===== config.mk =====
export PLATFORM = sky130hd
export DESIGN_NAME = inst_fetch
export DESIGN_NICKNAME = d
export VERILOG_FILES = /design/src/rtl/fetch_pkg.sv /design/src/rtl/fetch_fifo.sv /design/src/rtl/inst_fetch.sv
export SDC_FILE = /design/constraint.sdc
export NUM_CORES = 1
export LEC_CHECK = 0
export BUFFER_PORTS_ARGS = -buffer_cell sky130_fd_sc_hd__buf_2
export CAP_MARGIN = 10
export CELL_PAD_IN_SITES_DETAIL_PLACEMENT = 0
export CELL_PAD_IN_SITES_GLOBAL_PLACEMENT = 1
export CORE_AREA = 5 5 270 272
export CTS_BUF_LIST = sky130_fd_sc_hd__clkbuf_4 sky130_fd_sc_hd__clkbuf_8
export DETAILED_ROUTE_END_ITERATION = 10
export DIE_AREA = 0 0 275 277
export PLACE_DENSITY_LB_ADDON = 0.12
export SYNTH_ARGS = -nofsm -noshare
export SYNTH_HDL_FRONTEND = slang
export SYNTH_SLANG_ARGS = --single-unit
export TNS_END_PERCENT = 50

===== constraint.sdc =====
create_clock -name clk -period 8.1 [get_ports clk]
set_clock_uncertainty 0.05 [all_clocks]
set_input_delay 0.81 -clock clk [delete_from_list [all_inputs] [get_ports clk]]
set_output_delay 0.81 -clock clk [all_outputs]
set_load 0.01 [all_outputs]

===== src/rtl/fetch_pkg.sv =====
// Shared types and constants for the dual-issue instruction fetch front end.
package fetch_pkg;

  // Size of one instruction word in bytes; PCs advance in multiples of this.
  localparam int INST_BYTES = 4;

  // One buffered instruction together with the address it was fetched from.
  typedef struct packed {
    logic [31:0] pc;
    logic [31:0] inst;
  } fetch_entry_t;

  // IDLE: no request outstanding. WAIT: request outstanding and wanted.
  // DROP: request outstanding but its response belongs to a flushed path.
  typedef enum logic [1:0] {
    IDLE = 2'd0,
    WAIT = 2'd1,
    DROP = 2'd2
  } fetch_state_t;

  // Number of words carried by an accepted response. A missing first word
  // makes the whole response unusable, so the second word is then ignored.
  function automatic logic [1:0] resp_words(input logic ok_1, input logic ok_2);
    logic [1:0] words;
    if (!ok_1) begin
      words = 2'd0;
    end else if (ok_2) begin
      words = 2'd2;
    end else begin
      words = 2'd1;
    end
    return words;
  endfunction

endpackage


===== src/rtl/fetch_fifo.sv =====
// Circular instruction buffer with two write ports and two read ports.
// Per cycle it retires 0-2 entries from the head, then appends 0-2 at the tail.
module fetch_fifo
  import fetch_pkg::*;
#(
  parameter int DEPTH = 8
) (
  input  logic                   clk,
  input  logic                   rst_n,
  input  logic                   flush_i,
  input  logic [1:0]             push_count_i,
  input  fetch_entry_t           push_0_i,
  input  fetch_entry_t           push_1_i,
  input  logic [1:0]             pop_count_i,
  output logic [$clog2(DEPTH):0] count_o,
  output logic                   valid_1_o,
  output logic                   valid_2_o,
  output fetch_entry_t           head_0_o,
  output fetch_entry_t           head_1_o
);

  localparam int PTR_W = $clog2(DEPTH);
  localparam int CNT_W = PTR_W + 1;

  fetch_entry_t     mem_q [DEPTH];
  logic [PTR_W-1:0] head_q, head_d;
  logic [PTR_W-1:0] tail_q, tail_d;
  logic [PTR_W-1:0] head_p1, tail_p1;
  logic [CNT_W-1:0] count_q, count_d;
  logic             wr_0, wr_1;

  // Pointers are a power-of-two wide, so natural overflow gives the wrap.
  assign head_p1 = head_q + PTR_W'(1);
  assign tail_p1 = tail_q + PTR_W'(1);
  assign wr_0    = !flush_i && (push_count_i != 2'd0);
  assign wr_1    = !flush_i && (push_count_i == 2'd2);

  // Pointer and occupancy next state: pop first, then push; flush overrides both.
  always_comb begin
    // NOTE: every signal gets a default first so no path leaves one unassigned (no latches).
    head_d  = head_q;
    tail_d  = tail_q;
    count_d = count_q;
    if (flush_i) begin
      head_d  = '0;
      tail_d  = '0;
      count_d = '0;
    end else begin
      head_d  = head_q + PTR_W'(pop_count_i);
      tail_d  = tail_q + PTR_W'(push_count_i);
      count_d = count_q - CNT_W'(pop_count_i) + CNT_W'(push_count_i);
    end
  end

  // Pointer and occupancy registers.
  always_ff @(posedge clk or negedge rst_n) begin
    // NOTE: sequential state uses non-blocking assignments so all registers update together.
    if (!rst_n) begin
      head_q  <= '0;
      tail_q  <= '0;
      count_q <= '0;
    end else begin
      head_q  <= head_d;
      tail_q  <= tail_d;
      count_q <= count_d;
    end
  end

  // Entry storage writes at the tail and tail+1.
  // NOTE: storage is deliberately not reset; occupancy decides validity and the
  // read side zeroes invalid slots, so stale contents are never observable.
  always_ff @(posedge clk) begin
    if (wr_0) begin
      mem_q[tail_q] <= push_0_i;
    end
    if (wr_1) begin
      mem_q[tail_p1] <= push_1_i;
    end
  end

  assign count_o   = count_q;
  assign valid_1_o = (count_q != '0);
  assign valid_2_o = (count_q > CNT_W'(1));
  assign head_0_o  = valid_1_o ? mem_q[head_q]  : '0;
  assign head_1_o  = valid_2_o ? mem_q[head_p1] : '0;

endmodule


===== src/rtl/inst_fetch.sv =====
// Dual-issue instruction fetch front end. Issues one request at a time to the
// MMU instruction channel, buffers returned words with their PCs, presents up
// to two per cycle to decode, and handles redirects including in-flight drops.
module inst_fetch
  import fetch_pkg::*;
#(
  parameter logic [31:0] RESET_PC   = 32'hBFC0_0000,
  parameter int          FIFO_DEPTH = 8
) (
  input  logic        clk,
  input  logic        rst,
  output logic        inst_en,
  output logic [31:0] inst_addr,
  input  logic        inst_ok,
  input  logic        inst_ok_1,
  input  logic        inst_ok_2,
  input  logic [31:0] inst_data_1,
  input  logic [31:0] inst_data_2,
  input  logic        redirect_valid,
  input  logic [31:0] redirect_pc,
  output logic        out_valid_1,
  output logic        out_valid_2,
  output logic [31:0] out_inst_1,
  output logic [31:0] out_pc_1,
  output logic [31:0] out_inst_2,
  output logic [31:0] out_pc_2,
  input  logic [1:0]  pop_count
);

  localparam int               CNT_W     = $clog2(FIFO_DEPTH) + 1;
  // A new request may go out only if two slots stay free after this cycle.
  localparam logic [CNT_W-1:0] ISSUE_MAX = CNT_W'(FIFO_DEPTH - 2);

  fetch_state_t     state_q, state_d;
  logic [31:0]      pc_q, pc_d;
  logic             inst_en_q, inst_en_d;
  logic [31:0]      inst_addr_q, inst_addr_d;

  logic [31:0]      target_pc;
  logic [31:0]      pc_adv;
  logic             accept;
  logic [1:0]       push_cnt;
  logic [1:0]       pop_eff;
  logic [CNT_W-1:0] fifo_count;
  logic [CNT_W-1:0] count_after;
  logic             issue_ok;
  fetch_entry_t     push_0, push_1;
  fetch_entry_t     head_0, head_1;

  // Redirect targets are always word aligned.
  assign target_pc = {redirect_pc[31:2], 2'b00};

  // A response is kept only when it answers a live request and no flush is pending.
  assign accept   = (state_q == WAIT) && inst_ok && !redirect_valid;
  assign push_cnt = accept ? resp_words(inst_ok_1, inst_ok_2) : 2'd0;
  assign pop_eff  = redirect_valid ? 2'd0 : pop_count;
  assign pc_adv   = pc_q + (32'(push_cnt) * 32'(INST_BYTES));

  // In WAIT the outstanding address always equals pc, so pc tags the pushed words.
  assign push_0 = '{pc: pc_q,                    inst: inst_data_1};
  assign push_1 = '{pc: pc_q + 32'(INST_BYTES),  inst: inst_data_2};

  // Occupancy as it will be after this cycle's pop and push.
  assign count_after = redirect_valid ? '0
                     : fifo_count - CNT_W'(pop_eff) + CNT_W'(push_cnt);
  assign issue_ok    = (count_after <= ISSUE_MAX);

  // Request FSM and pc update; redirect takes priority over everything else.
  always_comb begin
    state_d     = state_q;
    pc_d        = pc_q;
    inst_en_d   = inst_en_q;
    inst_addr_d = inst_addr_q;

    if (redirect_valid) begin
      pc_d = target_pc;
      case (state_q)
        IDLE: begin
          state_d     = WAIT;
          inst_en_d   = 1'b1;
          inst_addr_d = target_pc;
        end
        WAIT, DROP: begin
          if (inst_ok) begin
            // The in-flight response ends here and is discarded; refetch at once.
            state_d     = WAIT;
            inst_en_d   = 1'b1;
            inst_addr_d = target_pc;
          end else begin
            // Old request still outstanding: keep it on the bus and drop its answer.
            state_d = DROP;
          end
        end
        default: state_d = IDLE;
      endcase
    end else begin
      case (state_q)
        IDLE: begin
          if (issue_ok) begin
            state_d     = WAIT;
            inst_en_d   = 1'b1;
            inst_addr_d = pc_q;
          end
        end
        WAIT: begin
          if (inst_ok) begin
            pc_d = pc_adv;
            if (issue_ok) begin
              inst_en_d   = 1'b1;
              inst_addr_d = pc_adv;
            end else begin
              state_d   = IDLE;
              inst_en_d = 1'b0;
            end
          end
        end
        DROP: begin
          if (inst_ok) begin
            state_d     = WAIT;
            inst_en_d   = 1'b1;
            inst_addr_d = pc_q;
          end
        end
        default: state_d = IDLE;
      endcase
    end
  end

  // FSM state, pc and request registers.
  always_ff @(posedge clk or negedge rst) begin
    if (!rst) begin
      state_q     <= IDLE;
      pc_q        <= RESET_PC;
      inst_en_q   <= 1'b0;
      inst_addr_q <= RESET_PC;
    end else begin
      state_q     <= state_d;
      pc_q        <= pc_d;
      inst_en_q   <= inst_en_d;
      inst_addr_q <= inst_addr_d;
    end
  end

  fetch_fifo #(
    .DEPTH (FIFO_DEPTH)
  ) u_fifo (
    .clk          (clk),
    .rst_n        (rst),
    .flush_i      (redirect_valid),
    .push_count_i (push_cnt),
    .push_0_i     (push_0),
    .push_1_i     (push_1),
    .pop_count_i  (pop_eff),
    .count_o      (fifo_count),
    .valid_1_o    (out_valid_1),
    .valid_2_o    (out_valid_2),
    .head_0_o     (head_0),
    .head_1_o     (head_1)
  );

  assign inst_en    = inst_en_q;
  assign inst_addr  = inst_addr_q;
  assign out_inst_1 = head_0.inst;
  assign out_pc_1   = head_0.pc;
  assign out_inst_2 = head_1.inst;
  assign out_pc_2   = head_1.pc;

endmodule


==> out/qor.txt <==
Pleak: 0.0141 µW
Via/cell ratio: 6.08
VDD IR max: 0.000184 V
Most frequent cells in the layout: nand2_1 (1056), edfxtp_1 (496), buf_2 (259), nor2_1 (250), mux4_2 (248)
Core box area: 70500 µm²
Cell Area, Synth: 34700 µm²
Cell Pwr Density: 232 nW/µm²
Commonest non-fill, non-tap cell in the layout: nand2_1
Clock slew at reported path FFs: 60 ps
Startpoint type of the worst setup path: register
Top area cells in the synthesized netlist: edfxtp_1 (43%), mux4_2 (16%), nand2_1 (11%)
Seq/Total Area, Yosys: 48.3%
Skew-Pair Late Insertion Delay: 710 ps
R2R Setup Slk: 2870 ps
Post-Place Cells: 4165
Initial Utilization: 49.2%
Final setup viols: 0
Clk sinks: 570
Post-CTS Setup Repair Bufs: 0
Nets: 3442
Result of the run: finished clean
Post-synth top area share: 42.9%
Internal cell power: 5820 µW
Fmax: 0.183 GHz
Max Transition Viols Final: 0
Clock share of power: 30.4%
Number of I/O port buffers: 260
Data arrival, critical path: 4590 ps
Fillers: 6100
Post-DP HPWL: 64600 µm
RSZ-0062 raised after global routing: no
Max Root-Sink Buffers: 3
Grt ovf: 0
Yosys reg bits: 570
Worst hold-check path type: in -> async
Kind of critical path: reg -> out
Headroom to the max-slew limit: 20.7%
DRC Markers: 0
Antenna-violating nets left: 0
Die area: 76200 µm²
DIE HEIGHT: 277 µm
H-Tree Depth: 3
First drt pass iteration count: 5
Net Sw Power: 3060 µW
Non-Filler Instances: 4350
Ports: 267
Pre-CTS setup slack: 2750 ps
Sequential power share: 40.3%
Comb power frac: 29.3%
Worst-margin pin slew: 1190 ps
Fin Setup TNS: 0 ps
Antenna violations before repair: 8
Post-Route Utilization: 54.4%
Via count: 26456
Largest net degree at the start of global routing: 81
MaxCap Viol Count: 0
Hold-fix buffers, CTS: 0
Critical path fanouts, max: 68
Total Wirelength: 116000 µm
Syn. warnings: 0
Final Hold Fails: 0
WP data required: 7240 ps
Switching Share: 34.5%
Most used DFF post-synth: edfxtp_1
Syn avg cell area: 10.7 µm²
Gpl congestion: 0.840
Layout cell share with drive strength beyond 1: 23.4%
Drt initial violations: 3033
P&R area growth vs syn: 10.6%
Synth unique cells: 71
Crit. End Element: primary output
Vias in the first global route: 26915
Worst setup margin: 2650 ps
Synth area leader: edfxtp_1
First-pass GRT wire length: 171000 µm
Post-synth EDFFs: 496
Clock root buffer: clkbuf_8
Rows: 98
Async SR Flop Fraction: 13.0%
Min Tclk post-route: 5450 ps
Period utilisation layout: 67.3%
TritonCTS clock tree: yes
Die Span X: 275 µm
Wirelength per Cell: 26.6 µm
GRT Total Usage: 29.9%
Cells after synthesis: 3227
CTS Buf Count: 100
PostCTS Resize Cnt: 0
-- cell usage after synthesis, types with 10 or more instances --
cell type / number
nand3_1: 29
nand2_1: 1058
nand2b_1: 14
nand4_1: 28
nor2_1: 252
nor3_1: 27
dfstp_2: 18
o21ai_0: 38
a21oi_1: 101
nor2b_1: 11
nor4_1: 20
ha_1: 19
buf_1: 62
clkbuf_1: 144
buf_4: 37
and4_1: 12
xnor2_1: 124
o31ai_1: 10
edfxtp_1: 496
mux4_2: 248
mux2i_1: 64
xor2_1: 149
inv_1: 13
dfrtp_1: 56
buf_2: 82
-- worst max-delay path, stage by stage (launching register included) --
cell,delay (ps)
dfrtp_4,700
buf_4,940
buf_4,890
mux4_2,610
mux2i_1,450
nor2_1,90
buf_2,170
-- power groups by stage --
| stage | registers [µW] | clock network, µW | logic (µW) |
|---|---|---|---|
| finish | 3580 | 2700 | 2600 |
| global route | 3590 | 2880 | 2800 |
| CTS | 3570 | 2740 | 2610 |
| detailed placement | 3630 | 0 | 2600 |
| global placement | 3620 | 0 | 2560 |
| floorplan | 3550 | 0 | 1680 |
-- routing by layer --
metal,track usage [%],up-vias,wire length (µm)
li1,-,11472,-
met1,40.3,13261,44300
met2,49.9,1487,56700
met3,4.85,232,11000
met4,9.82,4,3520
met5,0,-,30
-- flip-flops by register name (all words and copies together) (netlist names) --
| name | cells |
|---|---|
| u_fifo.mem_q | 496 |
| u_fifo.count_o | 4 |
| state_q | 2 |
| u_fifo.tail_q | 3 |
| u_fifo.head_q | 3 |
| inst_en | 1 |
| pc_q | 30 |
| inst_addr | 31 |
-- cell families after synthesis --
group / Yosys count / synth area share [%]
adders and majority gates: 21 / 0.801
and+or+nand+nor: 1495 / 17.7
muxes: 316 / 18.1
other: 1 / 0.0108
AOI/OAI and AO/OA: 209 / 3.72
DFF: 570 / 48.3
xor gates and xnor gates: 273 / 6.89
buffers and inverters: 342 / 4.43
-- layout make-up --
type                       instances  area [µm²]  share of cell area (%)
sequential                       570       16800                    43.8
multi-input combinational       2318       16600                    43.3
timing repair buffer             313        1710                    4.47
clock buffer                     130        1630                    4.24
tap                              950        1190                    3.10
clock inverter                    52         362                   0.943
inverter                          14        52.6                   0.137
antenna                            3        7.51                  0.0196
-- metrics by stage --
stage / hold WS, ps / area [µm²] / power (µW)
after global routing: 293 / 38300 / 9270
after detailed placement: 420 / 36400 / 6230
final: 232 / 38400 / 8880
after global placement: 420 / 36400 / 6180
after floorplan: 464 / 34700 / 5240
after CTS: 222 / 38300 / 8920
-- final timing paths --
path                             startpoint  depth (start not counted)          endpoint
setup reg to reg                 state_q[1]                         15      inst_addr[2]
setup / recovery           u_fifo.head_q[0]                          6      out_pc_1[13]
max in group asynchronous               rst                          1  u_fifo.head_q[1]
min in group clk             redirect_pc[4]                          3           pc_q[4]
hold reg to reg               inst_addr[20]                          1     inst_addr[20]
hold / removal                          rst                          1      inst_addr[1]
No activity file was read; power rests on OpenSTA's default activity.
